==> src/rtl/reorder_buffer_pkg.sv <==
// Shared widths, null constants and pointer helper for the reorder buffer.
// Tag 0 is reserved as "no producer", so usable tags are 1..ROB_SIZE-1.
package reorder_buffer_pkg;

    localparam int DATA_WIDTH   = 32;
    localparam int REG_WIDTH    = 5;
    localparam int ROB_WIDTH    = 4;
    localparam int DEF_ROB_SIZE = 16;

    localparam logic [REG_WIDTH-1:0]  ZERO_REG  = '0;
    localparam logic [ROB_WIDTH-1:0]  ZERO_ROB  = '0;
    localparam logic [DATA_WIDTH-1:0] ZERO_DATA = '0;
    localparam logic                  TRUE      = 1'b1;
    localparam logic                  FALSE     = 1'b0;

    // Advance a ring pointer, skipping slot 0 on wrap.
    function automatic logic [ROB_WIDTH-1:0] rob_next(
        input logic [ROB_WIDTH-1:0] p,
        input int unsigned          size
    );
        if (32'(p) >= size - 1)
            return ROB_WIDTH'(1);
        else
            return p + ROB_WIDTH'(1);
    endfunction

endpackage

==> src/rtl/reorder_buffer.sv <==
// Circular reorder buffer: in-order tag allocation, CDB capture,
// in-order retirement onto the register file commit port.
module reorder_buffer
    import reorder_buffer_pkg::*;
#(
    parameter int ROB_SIZE = DEF_ROB_SIZE
) (
    input  logic                  clk,
    input  logic                  rst,
    input  logic                  flush,
    input  logic                  alloc_valid,
    input  logic [REG_WIDTH-1:0]  alloc_rd,
    output logic [ROB_WIDTH-1:0]  alloc_tag,
    output logic                  full,
    output logic                  empty,
    input  logic                  cdb_valid,
    input  logic [ROB_WIDTH-1:0]  cdb_tag,
    input  logic [DATA_WIDTH-1:0] cdb_value,
    input  logic [ROB_WIDTH-1:0]  query_tag1,
    input  logic [ROB_WIDTH-1:0]  query_tag2,
    output logic                  query_ready1,
    output logic                  query_ready2,
    output logic [DATA_WIDTH-1:0] query_value1,
    output logic [DATA_WIDTH-1:0] query_value2,
    output logic [REG_WIDTH-1:0]  commit_reg,
    output logic [ROB_WIDTH-1:0]  commit_tag,
    output logic [DATA_WIDTH-1:0] commit_value
);

    logic                  r_busy  [ROB_SIZE];
    logic                  r_ready [ROB_SIZE];
    logic [REG_WIDTH-1:0]  r_rd    [ROB_SIZE];
    logic [DATA_WIDTH-1:0] r_value [ROB_SIZE];

    logic [ROB_WIDTH-1:0]  r_head;
    logic [ROB_WIDTH-1:0]  r_tail;
    logic [ROB_WIDTH-1:0]  r_count;

    logic                  w_alloc;
    logic                  w_commit;
    logic                  w_wb;
    logic                  w_clear;

    assign w_clear   = rst || flush;
    assign full      = (r_count == ROB_WIDTH'(ROB_SIZE - 1));
    assign empty     = (r_count == '0);
    assign alloc_tag = r_tail;

    assign w_alloc  = alloc_valid && !full;
    assign w_commit = r_busy[r_head] && r_ready[r_head];
    assign w_wb     = cdb_valid && (cdb_tag != ZERO_ROB) && r_busy[cdb_tag];

    // Operand lookup with same-cycle CDB bypass for both source ports.
    always_comb begin
        query_ready1 = FALSE;
        query_value1 = ZERO_DATA;
        query_ready2 = FALSE;
        query_value2 = ZERO_DATA;
        if (query_tag1 != ZERO_ROB) begin
            if (cdb_valid && cdb_tag == query_tag1) begin
                query_ready1 = TRUE;
                query_value1 = cdb_value;
            end else if (r_busy[query_tag1] && r_ready[query_tag1]) begin
                query_ready1 = TRUE;
                query_value1 = r_value[query_tag1];
            end
        end
        if (query_tag2 != ZERO_ROB) begin
            if (cdb_valid && cdb_tag == query_tag2) begin
                query_ready2 = TRUE;
                query_value2 = cdb_value;
            end else if (r_busy[query_tag2] && r_ready[query_tag2]) begin
                query_ready2 = TRUE;
                query_value2 = r_value[query_tag2];
            end
        end
    end

    // Slot state: CDB capture, allocation at tail, release at head.
    always_ff @(posedge clk) begin
        if (w_clear) begin
            for (int i = 0; i < ROB_SIZE; i++) begin
                r_busy[i]  <= FALSE;
                r_ready[i] <= FALSE;
            end
        end else begin
            if (w_wb) begin
                r_ready[cdb_tag] <= TRUE;
                r_value[cdb_tag] <= cdb_value;
            end
            if (w_alloc) begin
                r_busy[r_tail]  <= TRUE;
                r_ready[r_tail] <= FALSE;
                r_rd[r_tail]    <= alloc_rd;
            end
            if (w_commit) begin
                r_busy[r_head]  <= FALSE;
                r_ready[r_head] <= FALSE;
            end
        end
    end

    // Ring pointers and occupancy; alloc+commit in one cycle nets zero.
    always_ff @(posedge clk) begin
        if (w_clear) begin
            r_head  <= ROB_WIDTH'(1);
            r_tail  <= ROB_WIDTH'(1);
            r_count <= '0;
        end else begin
            if (w_alloc)
                r_tail <= rob_next(r_tail, ROB_SIZE);
            if (w_commit)
                r_head <= rob_next(r_head, ROB_SIZE);
            case ({w_alloc, w_commit})
                2'b10:   r_count <= r_count + ROB_WIDTH'(1);
                2'b01:   r_count <= r_count - ROB_WIDTH'(1);
                default: r_count <= r_count;
            endcase
        end
    end

    // Commit port holds a retirement for exactly one cycle, else zeros.
    always_ff @(posedge clk) begin
        if (w_clear || !w_commit) begin
            commit_reg   <= ZERO_REG;
            commit_tag   <= ZERO_ROB;
            commit_value <= ZERO_DATA;
        end else begin
            commit_reg   <= r_rd[r_head];
            commit_tag   <= r_head;
            commit_value <= r_value[r_head];
        end
    end

endmodule

==> config.mk <==
export PLATFORM = sky130hd
export DESIGN_NAME = reorder_buffer
export DESIGN_NICKNAME = d
export VERILOG_FILES = /design/src/rtl/reorder_buffer_pkg.sv /design/src/rtl/reorder_buffer.sv
export SDC_FILE = /design/constraint.sdc
export NUM_CORES = 1
export LEC_CHECK = 0
export CAP_MARGIN = 10
export CORE_MARGIN = 2
export CORE_UTILIZATION = 54
export DETAILED_ROUTE_END_ITERATION = 7
export PLACE_DENSITY = 0.73
export SYNTH_ARGS = -nofsm -noshare
export SYNTH_HDL_FRONTEND = slang
export SYNTH_SLANG_ARGS = --single-unit
==> constraint.sdc <==
create_clock -name clk -period 6.4 [get_ports clk]
set_clock_uncertainty 0.05 [all_clocks]
set_input_delay 0.96 -clock clk [delete_from_list [all_inputs] [get_ports clk]]
set_output_delay 0.96 -clock clk [all_outputs]
set_load 0.005 [all_outputs]
After elaboration in Yosys (flattened, before gate mapping) --
Memories as Yosys holds them, arrays and structs flattened. A register that Yosys moved wholly into a read port is not among the register bits. Cells that the tools add are included. Widths: inputs -> output; s select.
Storage, ports and cells: input port bits 54, word-level logic and storage cells 86, register bits 16, output and inout bits 113, memories kept 4, bits in writable memories 624
Cells by class: add/subtract/negate cells 4, reduce and logical (&&, ||, !) cells 22, order comparisons 2, equality and inequality tests 5, multiplexer cells 45
Memories:
- r_value | words 16, width 32, rd ports 3, clocked after Yosys merged registers in 1, write ports 1, RTL line reorder_buffer.sv:33 | logic [DATA_WIDTH-1:0] r_value [ROB_SIZE];
- r_rd | words 16, width 5, rd ports 1, clocked after Yosys merged registers in 1, write ports 1, RTL line reorder_buffer.sv:32 | logic [REG_WIDTH-1:0] r_rd [ROB_SIZE];
- r_busy | words 16, width 1, rd ports 4, clocked after Yosys merged registers in 1, write ports 16, RTL line reorder_buffer.sv:30 | logic r_busy [ROB_SIZE];
- r_ready | words 16, width 1, rd ports 3, clocked after Yosys merged registers in 1, write ports 16, RTL line reorder_buffer.sv:31 | logic r_ready [ROB_SIZE];
Operator list (count):
- $mux 32 | 6
- $mux 4 | 11
- $mux 1 | 27
- $add 4x1->4 const B | 3
- $reduce_bool 4->1 | 3
- $eq 4x4->1 | 2
- $ge 4x4->1 const B | 2
- $logic_and 1x1->1 | 8
- $pmux 4 s2 | 1
- $reduce_or 1->1 | 5
- $eq 4x4->1 const B | 1
- $logic_not 4->1 | 1
- $sub 4x1->4 const B | 1
- $eq 2x1->1 const B | 1
- $eq 2x2->1 const B | 1
- $logic_not 1->1 | 2
- $logic_or 1x1->1 | 2
- $reduce_bool 2->1 | 1

Depth between registers and ports, before layout --
word-level depth 8, gate-level depth with buffers 12, gate-level depth less buffers 11

Worst setup path after synthesis --
Ideal clock, no wire load.
path type input to register, start point input port cdb_tag[0], end point memory r_value[3][0] (enable), data arrival time 4817 ps, path slack 1028 ps, stages on the path 4, required time 5845 ps, buffers on the path 2, setup time 505 ps, cells stage by stage clkbuf_1 > clkbuf_1 > inv_1 > nor4_1
On the way: word-level cells in the longest chain between the ends 6, elaborated cells on any way between the ends 7, classes of those cells mux: 3; reduce/logical: 3; memory: 1
RTL lines:
- start: declaration | RTL line reorder_buffer.sv:17 | input logic [ROB_WIDTH-1:0] cdb_tag,
- parallel branches: the longest is 6 deep, another holds $mem_v2 16x1
- end: declaration | RTL line reorder_buffer.sv:33
Parallel ways; which one is timed is not known.

Worst setup path in the final report --
start point input port cdb_tag[3], end point output port query_value2[3]
On the way: word-level cells in the longest chain between the ends 4
RTL lines:
- $eq 4x4->1 | RTL line reorder_buffer.sv:69 | if (cdb_valid && cdb_tag == query_tag2) begin
- $logic_and 1x1->1 | RTL line reorder_buffer.sv:69
- $mux 32 | RTL line reorder_buffer.sv:69
- $mux 32 | RTL line reorder_buffer.sv:68 | if (query_tag2 != ZERO_ROB) begin
- end: declaration | RTL line reorder_buffer.sv:24 | output logic [DATA_WIDTH-1:0] query_value2,
Every way passes these cells.

==> out/metrics.csv <==
stage;metric;value;unit
critical_path;critical path data arrival time;4.24;ns
global_routing;Total GRT Usage;29.71;%
clock_network;maximum clock path buffer count;3;
outcome;status;completed;
placed_design;# port buffers;166;
route;final WL;98.33;mm
critical_path;required time worst endpoint;5.39;ns
route;Vias per Instance;7.186;
timing;Final period util;82.08;%
global_routing;initial antenna violation count;4;
yosys;YS warnings;0;
timing;Max Fclk;0.1904;GHz
timing;fin crit period;5.253;ns
yosys;post-synth top area share;50.44;%
yosys;Async SR Flop Fraction;0;%
yosys;Seq cells post-synth;681;
critical_path;critical path class;in -> out;
finish;Largest register FFs;512;
yosys;Post-synth EDFFs;592;
global_routing;M3 GR Usage;4.853;%
clock_network;Max H-tree Level;3;
yosys;cell taking the most area after synthesis;edfxtp_1;
global_routing;vias in the first global route;21470;
placed_design;Place WS;1.172;ns
yosys;register area share after synthesis;55.50;%
clock_network;PostCTS Resize Cnt;0;
finish;layout cell share with drive strength beyond 1;34.21;%
die;Initial Utilization;54.67;%
die;CORE AREA;0.06446;mm2
yosys;Netlist Area Pre-Place;0.03524;mm2
timing;max_slew headroom;28.09;%
critical_path;slowest cell delay on critical path;0.63;ns
route;Detailed Routing Iterations Pass 1;5;
timing;# setup viols final;0;
clock_network;TritonCTS Buffers;73;
critical_path;CP max stage cell;clkdlybuf4s50_1;
critical_path;Max Fanout on Critical Path;18;
power_and_ir_drop;Pwr Density;247.2;mW/mm2
timing;Slew @ Worst Pin;1.079;ns
hold_path;Hold Path Class;reg -> reg;
route;Post-DRT Antenna Nets;0;
power_and_ir_drop;worst ir drop on vdd;0.2332;mV
yosys;Syn Inst Count;1867;
global_routing;largest net degree at the start of global routing;67;
critical_path;CP Launch Type;input pin;
yosys;ys flop type;edfxtp_1;
timing;final hold vios;0;
route;drt initial violations;2752;
power_and_ir_drop;leakage;12.76;nW
route;DR WL/cell;33.43;um
global_routing;met1 usage;41.45;%
global_routing;first-pass GRT wire length;144.1;mm
critical_path;CP Cell Sequence;clkdlybuf4s50_1 > buf_4 > xor2_1 > nor3_1 > nand3_2 > buf_4 > o211ai_1 > a211oi_1 > clkdlybuf4s50_1;
timing;Setup WS post-layout;1.147;ns
clock_network;CTS clk-pin slew, worst paths;0.06;ns
global_routing;grt total ovfl;0;
critical_path;delay-heaviest family, CP;buffers and inverters;
die;Die H;259.5;um
clock_network;Setup Fix Bufs, Post-CTS;0;
finish;Final nets;2092;
placed_design;detailed placer's ending HPWL;57.36;mm
route;Residual DRC;0;
timing;RSZ-0062 raised after global routing;no;
yosys;syn avg cell area;18.88;um2
clock_network;worst skew pair latency;0.63;ns
clock_network;CTS sink cnt;681;
yosys;Area contributors post-synth;edfxtp_1 50%, mux4_2 32%, dfxtp_1 5.1%;
die;Placement Rows;93;
die;# IOs;167;
die;die area;0.06732;mm2
critical_path;crit path buf inv count;4;
yosys;Yosys cell types;67;
route;vias post-DR;21130;
timing;max-slew violations;0;
clock_network;Clock Root Buffer;clkbuf_16;
flow_run;max cap viols;0;
global_routing;GR peak layer;met2;
clock_network;# hold bufs at CTS;0;
critical_path;Crit. End Element;primary output;
finish;Top Registers;r_value (512), r_rd (80), commit_value (32);
finish;P&R area growth vs syn;14.28;%
timing;final setup TNS;0;ns
finish;Most flops, register;r_value;
die;Die X;259.5;um
placed_design;RePlAce Congestion;0.8980;
global_routing;global routing usage on met2;48.03;%
clock_network;TritonCTS clock tree;done;
==> cells by family after synthesis <==
group | count (synthesis) | share of synthesized area, %
flops | 681 | 55.50
mux | 572 | 33.97
simple gates | 264 | 4.331
buf+inv | 187 | 2.634
compound gates | 138 | 2.815
fa+ha+maj | 12 | 0.4473
xor+xnor | 12 | 0.2982
other cells | 1 | 0.01064
==> tightest hold or removal path, stage by stage (launching register included) <==
cell     delay [ns]
dfxtp_1        0.32
o21ai_0        0.08
a21oi_1        0.06
==> per-layer routing <==
layer / up-vias / wire, um
li1: 8418 / -
met3: 197 / 10250
met5: - / 22
met4: 4 / 3030
met1: 11110 / 36210
met2: 1402 / 48820
==> placed cells by master (no fill, tap or decap), types with 5 or more instances in the layout <==
cell,n
a211oi_1,10
a21oi_1,27
a22oi_1,18
a311oi_1,13
a31oi_1,17
a32oi_1,7
and2_1,56
and3_1,11
and3b_1,7
and4b_1,6
buf_12,6
buf_4,54
bufinv_16,9
clkbuf_1,18
clkbuf_16,74
clkdlybuf4s50_1,160
clkinv_1,8
clkinv_2,9
clkinvlp_4,5
conb_1,32
dfxtp_1,85
edfxtp_1,592
ha_1,11
inv_1,14
mux2_2,11
mux2i_1,63
mux4_2,498
nand2_1,33
nand3_1,13
nand3b_1,5
nor2_1,20
nor2b_1,8
nor3_1,60
o211ai_1,8
o21ai_0,13
xor2_1,9
==> through the flow <==
step | instances | area (um2) | total power, mW | hold slack [ns] | util (%)
finish | 2941 | 40280 | 9.957 | 0.4708 | 62.48
global route | 2941 | 40280 | 10.22 | 0.5003 | 62.48
CTS | 2939 | 40270 | 9.996 | 0.4644 | 62.47
detailed placement | 2806 | 37850 | 5.735 | 0.4548 | 58.72
global placement | 2806 | 37850 | 5.724 | 0.4385 | 58.72
floorplan | 1898 | 35360 | 5.417 | 0.3984 | -
==> area by class of cell <==
cell class / count / area (um2)
Fill cell: 4482 / 24190
Sequential cell: 681 / 19570
Multi-Input combinational cell: 1030 / 14970
Timing Repair Buffer: 224 / 2180
Clock buffer: 93 / 1933
Tap cell: 855 / 1070
Clock inverter: 40 / 484.2
Inverter: 16 / 60.06
Antenna cell: 2 / 5.005
==> where the power goes <==
group	switching [mW]	internal, mW
combinational	0.400	0.383
sequential	0.0177	4.85
clock	1.79	2.52
total	2.21	7.75
==> final timing paths <==
path	cells after the start	start	slack, ns	end
max	9	cdb_tag[3]	1.15	query_value2[3]
max reg2reg	4	r_head[0]$_SDFFE_PP1N_	3.11	commit_value[26]$_SDFF_PN0_
min reg2reg	2	r_count[3]$_SDFFE_PP0P_	0.47	r_count[3]$_SDFFE_PP0P_
min	2	r_count[3]$_SDFFE_PP0P_	0.47	r_count[3]$_SDFFE_PP0P_
==> synth_stat cells (10+ instances only) <==
cell	n
a211oi_1	10
a21oi_1	28
a22oi_1	18
a311oi_1	13
a31oi_1	17
and2_1	60
and3_1	15
buf_1	22
buf_2	57
buf_6	18
clkbuf_1	68
dfxtp_1	89
edfxtp_1	592
ha_1	11
inv_1	14
mux2_2	11
mux2i_1	63
mux4_2	498
nand2_1	33
nand3_1	14
nor2_1	23
nor3_1	62
o21ai_0	13
No activity file was read; power rests on OpenSTA's default activity.
